### config.mk
export PLATFORM = sky130hd
export DESIGN_NAME = display_scanner
export DESIGN_NICKNAME = d
export VERILOG_FILES = /design/src/rtl/display_scanner.sv
export SDC_FILE = /design/constraint.sdc
export NUM_CORES = 1
export LEC_CHECK = 0
export BUFFER_PORTS_ARGS = -buffer_cell sky130_fd_sc_hd__buf_4
export CAP_MARGIN = 20
export CELL_PAD_IN_SITES_DETAIL_PLACEMENT = 0
export CELL_PAD_IN_SITES_GLOBAL_PLACEMENT = 2
export CORE_UTILIZATION = 39
export DETAILED_ROUTE_END_ITERATION = 16
export PLACE_DENSITY_LB_ADDON = 0.12
export SYNTH_ARGS = -nofsm -noshare
export SYNTH_HDL_FRONTEND = slang
export SYNTH_SLANG_ARGS = --single-unit
### constraint.sdc
create_clock -name clk -period 2.8 [get_ports clk]
set_clock_uncertainty 0.15 [all_clocks]
set_input_delay 0.28 -clock clk [delete_from_list [all_inputs] [get_ports clk]]
set_output_delay 0.28 -clock clk [all_outputs]
set_load 0.05 [all_outputs]
### src/rtl/display_scanner.sv
// display_scanner: time-multiplexed 4-digit hex display scanner with a
// frame-synchronous value update path and optional leading-zero blanking.
module display_scanner #(
    parameter int unsigned DIV = 50000
) (
    input  logic        clk,
    input  logic        rst,
    input  logic [15:0] value_in,
    input  logic        load,
    input  logic        lz_en,
    output logic [3:0]  nibble_out,
    output logic [3:0]  digit_en,
    output logic        frame_tick,
    output logic        pending
);

    localparam int unsigned  PW   = $clog2(DIV);
    localparam logic [PW-1:0] LAST = PW'(DIV - 1);

    logic [PW-1:0] r_presc;
    logic [1:0]    r_idx;
    logic [15:0]   r_shadow;
    logic [15:0]   r_active;
    logic          r_pending;
    logic          r_frame_tick;

    logic          w_tick;
    logic          w_frame_end;
    logic          w_commit;
    logic          w_blank;
    logic [3:0]    w_onehot;

    // True when every nibble from position i up to digit 3 is zero.
    // Digit 0 is never reported as blankable so a zero value still shows "0".
    function automatic logic upper_zero(input logic [15:0] v, input logic [1:0] i);
        logic z;
        case (i)
            2'd1:    z = (v[15:4]  == 12'h000);
            2'd2:    z = (v[15:8]  == 8'h00);
            2'd3:    z = (v[15:12] == 4'h0);
            default: z = 1'b0;
        endcase
        return z;
    endfunction

    assign w_tick      = (r_presc == LAST);
    assign w_frame_end = w_tick & (r_idx == 2'd3);
    assign w_commit    = w_frame_end & r_pending;

    always_ff @(posedge clk or posedge rst) begin
        if (rst) begin
            r_presc <= '0;
        end else if (w_tick) begin
            r_presc <= '0;
        end else begin
            r_presc <= r_presc + PW'(1);
        end
    end

    always_ff @(posedge clk or posedge rst) begin
        if (rst) begin
            r_idx <= 2'd0;
        end else if (w_tick) begin
            r_idx <= r_idx + 2'd1;
        end else begin
            r_idx <= r_idx;
        end
    end

    // A load coinciding with a commit still lands in the shadow: the active
    // value takes the old shadow and pending stays set for the next frame.
    always_ff @(posedge clk or posedge rst) begin
        if (rst) begin
            r_shadow  <= 16'h0000;
            r_active  <= 16'h0000;
            r_pending <= 1'b0;
        end else begin
            if (w_commit) begin
                r_active <= r_shadow;
            end else begin
                r_active <= r_active;
            end
            if (load) begin
                r_shadow  <= value_in;
                r_pending <= 1'b1;
            end else if (w_commit) begin
                r_shadow  <= r_shadow;
                r_pending <= 1'b0;
            end else begin
                r_shadow  <= r_shadow;
                r_pending <= r_pending;
            end
        end
    end

    always_ff @(posedge clk or posedge rst) begin
        if (rst) begin
            r_frame_tick <= 1'b0;
        end else begin
            r_frame_tick <= w_frame_end;
        end
    end

    always_comb begin
        nibble_out = 4'h0;
        w_onehot   = 4'b0001;
        case (r_idx)
            2'd0: begin
                nibble_out = r_active[3:0];
                w_onehot   = 4'b0001;
            end
            2'd1: begin
                nibble_out = r_active[7:4];
                w_onehot   = 4'b0010;
            end
            2'd2: begin
                nibble_out = r_active[11:8];
                w_onehot   = 4'b0100;
            end
            2'd3: begin
                nibble_out = r_active[15:12];
                w_onehot   = 4'b1000;
            end
            default: begin
                nibble_out = 4'h0;
                w_onehot   = 4'b0001;
            end
        endcase
    end

    // lz_en is deliberately unregistered so blanking follows it immediately.
    always_comb begin
        w_blank  = lz_en & upper_zero(r_active, r_idx);
        digit_en = 4'b0000;
        if (w_blank) begin
            digit_en = 4'b0000;
        end else begin
            digit_en = w_onehot;
        end
    end

    assign frame_tick = r_frame_tick;
    assign pending    = r_pending;

endmodule

---- Word level (Yosys, flattened, before mapping) ----
Cells that the tools add are included.
cells by class
  $add $sub $neg .......................... 2
  $mul .................................... 0
  divide/modulo/power cells ............... 0
  $lt $le $gt $ge ......................... 0
  eq/ne operators ......................... 4
  shifts and indexed selects .............. 0
  mux-type cells .......................... 7
  bitwise gates (word level) .............. 3
  reduce and logical (&&, ||, !) cells .... 5
operator list
  cell                                                                   number
  4-bit case mux with 4 select lines                                     2
  16-bit by 1-bit adder with 16-bit output, second input constant        1
  16-bit equality test, second input constant                            1
  16-bit 2-to-1 mux                                                      1
  12-bit zero test                                                       1
  8-bit zero test                                                        1
  2-bit equality test, second input constant                             2
  4-bit zero test                                                        1
  4-bit 2-to-1 mux                                                       1
  1-bit bitwise AND                                                      3
  1-bit case mux with 3 select lines                                     1
  2-bit by 1-bit adder with 2-bit output, second input constant          1
  2-bit by 1-bit equality test with 1-bit output, second input constant  1
  2-bit zero test                                                        1
  1-bit 2-to-1 mux                                                       2
  2-bit nonzero test                                                     1
storage, ports and cells
  bits in registers ....................... 52
  bits in latches ......................... 0
  memory bits (writable) .................. 0
  bits in read-only memories .............. 0
  bits of input ports ..................... 20
  output and inout bits ................... 10
  memories ................................ 0

---- Logic depth before layout (Yosys ltp) ----
Gate-level depths: netlist (run 1).
  word-level depth ........................ 5
  gate-level depth with buffers ........... 7
  gate-level depth less buffers ........... 5

---- Worst setup path before layout (run 1) ----
Ideal clock, no wire load.
  path kind ............................... flip-flop to output port
  start ................................... register r_idx[0]
  end ..................................... output port digit_en[1]
  arrival ................................. 2.612 ns
  data required time ...................... 2.370 ns
  setup slack ............................. -0.242 ns
  cell stages (with the launch flop) ...... 7
  buffers on the path ..................... 1
  cells stage by stage .................... dfrtp_1 -> inv_1 -> ha_1 -> clkbuf_1 -> or4b_2 -> nor3_1 -> a21boi_0
on the way
  longest elaborated chain between the ends .. 4
  elaborated cells on any way between the ends .. 8
RTL lines
  element                                                                                       line     RTL
  from (decl)                                                                                   21       logic [1:0] r_idx;
  from (signal assigned)                                                                        64       r_idx <= r_idx + 2'd1;
  from (signal assigned)                                                                        66       r_idx <= r_idx;
  2-bit equality test / 2-bit by 1-bit equality test with 1-bit output (equally long branches)  37, 107
  1-bit case mux with 3 select lines                                                            37       case (i)
  1-bit bitwise AND                                                                             133      w_blank = lz_en & upper_zero(r_active, r_idx);
  4-bit 2-to-1 mux (*)                                                                          135      if (w_blank) begin
  to (decl)                                                                                     12       output logic [3:0] digit_en,
Mark *: on every way between the ends. The rest lies on a longest branch, timed or not.

---- Worst setup path in the final report (run 1) ----
Same ends and word-level chain as after synthesis.

==> results_dict.tcl, run 1 <==
set metrics [dict create \
    synth_top_family_by_area "multiplexers" \
    grt_max_degree 21 \
    synth_area_um2 2380 \
    max_stage_delay_ns 0.64 \
    nNetsFinal 245 \
    cp_max_fo 4 \
    grt-ovfl-total 0 \
    cp_slowest_cell "or4b_2" \
    pwr-share-comb 0.049 \
    r2r_start "r_presc[5]" \
    ys_types 33 \
    clockPowerShare 0.395 \
    root_buffer "clkbuf_8" \
    gp_congestion 0.821 \
    synth_top_area_frac 0.547 \
    switching_share 0.200 \
    arrival_ns 2.21 \
    max_slew_margin 0.751 \
    rsz0062_at_grt "false" \
    rows 28 \
    antenna_found_initial 0 \
    drtIter0Drc 46 \
    clkTransAtPathRegs_ns 0.09 \
    ant_nets 0 \
    synthAdderAreaFrac 0.0315 \
    async_flop_share 1.00 \
    crit_path_end_kind "output pin" \
    setup_viol 0 \
    reg2reg_depth 5 \
    fmax_ghz 0.378 \
    port-buffer-count 29 \
    drc 0 \
    synth_top_cell_by_area "dfrtp_1" \
    post_drt_wl_per_cell_um 15.6 \
    yosysSeqAreaShare 0.547 \
    hold_violations 0 \
    powerDensity_nw_per_um2 499 \
    required_ns 2.37 \
    p_total_uw 1410 \
    dieArea_um2 6420 \
    ys_ff_latch 52 \
    internal_power_uw 1130 \
    start_util 0.404 \
    synth_xor_area_frac 0.0478 \
    wl_met1_um 1990 \
    worstSetupPathType "flip-flop to output pin" \
    vias_per_cell 5.17 \
    fin_crit_ns 2.64 \
    crit_family "simple AND/OR/NAND/NOR gates" \
    maxCapViolCount 0 \
    clock-sinks 52 \
    synth_compound_area_frac 0.0410 \
    critPathLaunchType "flip-flop" \
    hpwl_um 3330 \
    grt_use_total 0.159 \
    ir_drop_uv 265 \
    drive_above_1_share 0.364 \
    num_vias 1526 \
    drt-total-wl_um 4600 \
    cts.path.max_buffers 2 \
    synthMuxAreaShare 0.184 \
    status "completed" \
    placed_cell_area_um2 2690 \
    numCtsBuffers 5 \
    crit_cells 6 \
    setup.worst_path.start "r_idx[0]" \
    met3_length_um 172 \
    synth_cells 182 \
    power_frac_seq 0.556 \
    fin_area_um2 2830 \
    worstSkewPairLatency_ns 0.30 \
    synthesis.nets 208 \
    top_layer "met4" \
    grt_pass1_wl_um 7580 \
    synth_simple_gate_area_frac 0.112 \
    wl_met2_um 2380 \
    fp.dieH_um 80.1 \
    area_delta_synth_final_pct 19.0 \
    synth_warnings 0 \
    synth_edf_count 0 \
    drtPass1Iterations 4 \
    maxSlewViolCount 0 \
    hp-class "primary input to flip-flop" \
    r2r_setup_slack_ns 0.49 \
    regToRegEndpoint "r_active[11]" \
    antenna_cells 0 \
    path_cells "inv_1 -> ha_1 -> or4b_2 -> nor3_2 -> a21boi_0 -> buf_4" \
    cts_tree "yes" \
    p_switching_uw 283 \
    whs_ns 0.0528 \
    die_w_um 80.1 \
    crit_buf_inv 2 \
    tightestPinTransition_ns 0.372 \
    avgSynthCellArea_um2 13.1 \
    cts_max_level 2 \
    yosysMostFrequentCell "dfrtp_1" \
    fin_crit_sh 0.944 \
    ys_top_cells_by_count "52 x dfrtp_1, 22 x mux2_2, 11 x inv_1" \
    critPathCapture "digit_en[1]" \
    netlist_top_cells_area "dfrtp_1 55%, mux2_2 10%, mux2_4 6.3%, ha_1 3.2%, xnor2_1 2.9%" \
    core_area_um2 5890 \
    grt_pass1_vias 1506 \
    synthFlopType "dfrtp_1" \
    ios 30 \
    p_leak_uw 0.00135 \
]
-- worst min path at each step --
stage	slack (ns)	depth (start not counted)	end	from
global route	0.03	2	r_shadow[15]	value_in[15]
CTS	0.04	2	r_shadow[15]	value_in[15]
floorplan	0.28	1	r_shadow[10]	value_in[10]
global placement	0.13	2	r_presc[2]	rst
finish	0.05	2	r_shadow[4]	value_in[4]
detailed placement	0.14	2	r_presc[4]	rst
-- cell usage in the layout (no fill, tap or decap), types with 5 or more instances in the layout --
cell type,n
nor4_1,5
ha_1,6
mux2_4,10
nand2_1,5
inv_1,10
clkbuf_8,7
nor3_1,5
xor2_1,5
mux2_2,22
nor2_1,9
dfrtp_1,52
buf_4,35
nand3_1,5
xnor2_1,8
-- power by group through the flow --
| stage | registers (uW) | clock network, uW | logic (uW) |
|---|---|---|---|
| floorplan | 796 | 0 | 39.7 |
| global placement | 799 | 0 | 66.9 |
| detailed placement | 800 | 0 | 70.8 |
| CTS | 785 | 577 | 71.7 |
| global route | 789 | 608 | 76.9 |
| finish | 785 | 558 | 69.2 |
-- layer usage --
metal	vias up	global-route usage
met1	766	0.190
li1	718	-
met3	6	0.0341
met2	36	0.276
met5	-	0
met4	0	0.0643
-- worst register-to-register path: stages, from the launching register on --
cell     delay (ns)
dfrtp_1        0.42
or4b_4         0.57
nor4_4         0.23
and3_1         0.18
buf_4          0.28
mux2_2         0.38
-- stage by stage --
stage	TNS (ns)	setup slack [ns]	instances	util
finish	0	0.158	295	0.481
global route	0	0.0310	295	0.481
CTS	0	0.0405	295	0.480
detailed placement	0	0.396	286	0.457
global placement	0	0.460	286	0.457
floorplan	-0.484	-0.242	182	-
-- area by class of cell --
type	count	area [um2]
timing repair buffer	36	273
multi-input combinational	113	996
fill	540	3050
sequential	52	1300
clock inverter	1	30.0
tap	75	93.8
inverter	11	41.3
clock buffer	7	96.3
-- state kept, by name, indices dropped and copies added, names as in the netlist --
| name | cells |
|---|---|
| r_active | 16 |
| r_shadow | 16 |
| r_idx | 2 |
| r_presc | 16 |
| pending | 1 |
| frame_tick | 1 |
-- timing repair --
| item | CTS | global route |
|---|---|---|
| hold buffers | 1 | 0 |
| hold endpoints to repair | 16 | 0 |
| endpoints found under the setup margin | 0 | 2 |
| gates resized for setup | 0 | 1 |
| buffers inserted | 0 | 0 |
-- cell families (layout without fill, tap and decap cells) --
kind of cell	count (synthesis)	count (layout)
DFF	52	52
and+or+nand+nor	45	45
muxes	36	36
buffers and inverters	17	55
AOI/OAI and AO/OA	13	13
xor gates and xnor gates	13	13
adders and majority gates	6	6
Note: power is estimated with default switching activity, not from simulation.
==> run 2, diff against run 1 <==
Settings changed: CORE_ASPECT_RATIO from default to 2, PLACE_DENSITY from default to 0.83, PLACE_DENSITY_LB_ADDON 0.12 to default.
==> results_dict.tcl, run 2 (synthesis results as in run 1) <==
set metrics [dict create \
    final_cells 279 \
    drc 5 \
    rsz0062_at_grt "false" \
    antenna_found_initial 0 \
    use_met3 0.0184 \
    gp_congestion 0.794 \
    violations "DRC, hold timing" \
    post_drt_wl_per_cell_um 16.6 \
    clock-sinks 52 \
    dieArea_um2 6440 \
    reg_top3 "r_active: 16 flops, r_presc: 16 flops, r_shadow: 16 flops" \
    maxSlewViolCount 0 \
    cp_max_fo 6 \
    p_leak_uw 0.00135 \
    grt.met2_usage 0.300 \
    regToRegEndpoint "r_active[14]" \
    setup_slack_ns 0.183 \
    final_common_cell "dfrtp_1" \
    fp.dieH_um 112 \
    vias_per_cell 5.39 \
    grt_use_total 0.166 \
    crit_path_end_kind "output pin" \
    worstSkewPairLatency_ns 0.29 \
    r2r_start "r_presc[5]" \
    nFillCells 548 \
    hpwl_um 3480 \
    tightestPinTransition_ns 0.724 \
    drtPass1Iterations 11 \
    met1_usage 0.182 \
    reg2reg_depth 5 \
    grt-ovfl-total 0 \
    crit_cells 6 \
    layout_common_cells "52 x dfrtp_1, 34 x buf_4, 22 x mux2_2, 10 x mux2_4, 10 x inv_1" \
    crit_family "simple AND/OR/NAND/NOR gates" \
    seqCellArea_um2 1300 \
    place_inst 271 \
    cp_slowest_cell "or4b_2" \
    hold_violations 32 \
    die_w_um 57.2 \
    root_buffer "clkbuf_16" \
    grt_max_degree 35 \
    rows 39 \
    grt_pass1_wl_um 8070 \
    critPathLaunchType "flip-flop" \
    cts_max_level 2 \
    max_stage_delay_ns 0.65 \
    crit_buf_inv 2 \
    num_vias 1503 \
    status "complete, but fails checks" \
    numCtsBuffers 5 \
    ios 30 \
    drtIter0Drc 79 \
    ir_drop_uv 283 \
    ant_nets 0 \
    maxCapViolCount 0 \
    placed_cell_area_um2 2670 \
    hp-class "primary input to async pin" \
    fin_crit_ns 2.62 \
    area_delta_synth_final_pct 19.3 \
    whs_ns -0.0324 \
    core_area_um2 5810 \
    multiInputGateArea_um2 998 \
    setup.worst_path.start "r_idx[0]" \
    worstSetupPathType "flip-flop to output pin" \
    critPathCapture "digit_en[2]" \
    fmax_ghz 0.382 \
    max_slew_margin 0.516 \
    r2r_setup_slack_ns 0.47 \
    start_util 0.410 \
    grt_pass1_vias 1651 \
    powerDensity_nw_per_um2 541 \
    setup_viol 0 \
    nNetsFinal 243 \
    fin_area_um2 2840 \
    fin_crit_sh 0.935 \
    clkTransAtPathRegs_ns 0.07 \
    port-buffer-count 29 \
    cts.path.max_buffers 2 \
    grt-busiest-layer "met2" \
    place_ws_ns 0.311 \
    required_ns 2.37 \
    drt-total-wl_um 4620 \
    antenna_cells 0 \
    cts_tree "yes" \
    drive_above_1_share 0.367 \
    arrival_ns 2.19 \
    path_cells "inv_1 -> ha_2 -> or4b_2 -> nor3_2 -> a21boi_0 -> buf_4" \
    tns_ns 0 \
]
run 2: cell types whose count changed in the layout (fill, tap and decap cells not counted), sizes merged:
cell	before	now
clkinv	0	1
clkbuf	7	5
clkinvlp	0	1
dlygate4sd3	1	0
buf	35	34
run 2: worst reg2reg max path, stage by stage (launching register included):
cell and delay, ns:
dfrtp_1 0.43, or4b_4 0.57, nor4_4 0.23, and3_1 0.18
buf_4 0.28, mux2_2 0.38
run 2: area by class of cell:
| type | instances | area share |
|---|---|---|
| sequential | 52 | 0.458 |
| multi-input combinational | 113 | 0.352 |
| timing repair buffer | 34 | 0.0899 |
| clock buffer | 5 | 0.0441 |
| tap | 61 | 0.0269 |
| clock inverter | 3 | 0.0150 |
| inverter | 11 | 0.0145 |
run 2: what timing repair did:
item	4_1_cts	5_1_grt
setup buffers	0	0
setup endpoints to repair	2	2
hold buffers	0	0
cloned	0	0
resized for setup	1	1
run 2: power breakdown:
group,internal (uW),switching [uW],total [uW]
clock,420,263,683
sequential,774,11.8,786
combinational,39.5,28.3,67.8
total,1230,303,1540
run 2: metal layers:
metal	up-vias	part of all wire
li1	717	-
met1	751	0.38
met2	26	0.57
met3	9	0.027
met4	0	0.024
met5	-	0
run 2: how the worst min path moves through the flow:
| stage | from | to | slack, ns | cells past startpoint |
|---|---|---|---|---|
| 2_1_floorplan | value_in[10] | r_shadow[10] | 0.28 | 1 |
| 3_3_place_gp | rst | r_shadow[9] | 0.30 | 2 |
| 3_5_place_dp | rst | r_shadow[10] | 0.31 | 2 |
| 4_1_cts | rst | r_shadow[10] | 0.0003 | 2 |
| 5_1_grt | rst | r_shadow[10] | 0.05 | 2 |
| 6_report | rst | r_shadow[10] | -0.03 | 2 |
run 2: per-stage QoR:
step / total power (uW) / utilization / hold WS, ns
floorplan: 836 / - / 0.282
finish: 1540 / 0.489 / -0.0324
global placement: 868 / 0.459 / 0.299
detailed placement: 871 / 0.459 / 0.308
CTS: 1560 / 0.489 / 0.000323
global route: 1590 / 0.489 / 0.0463
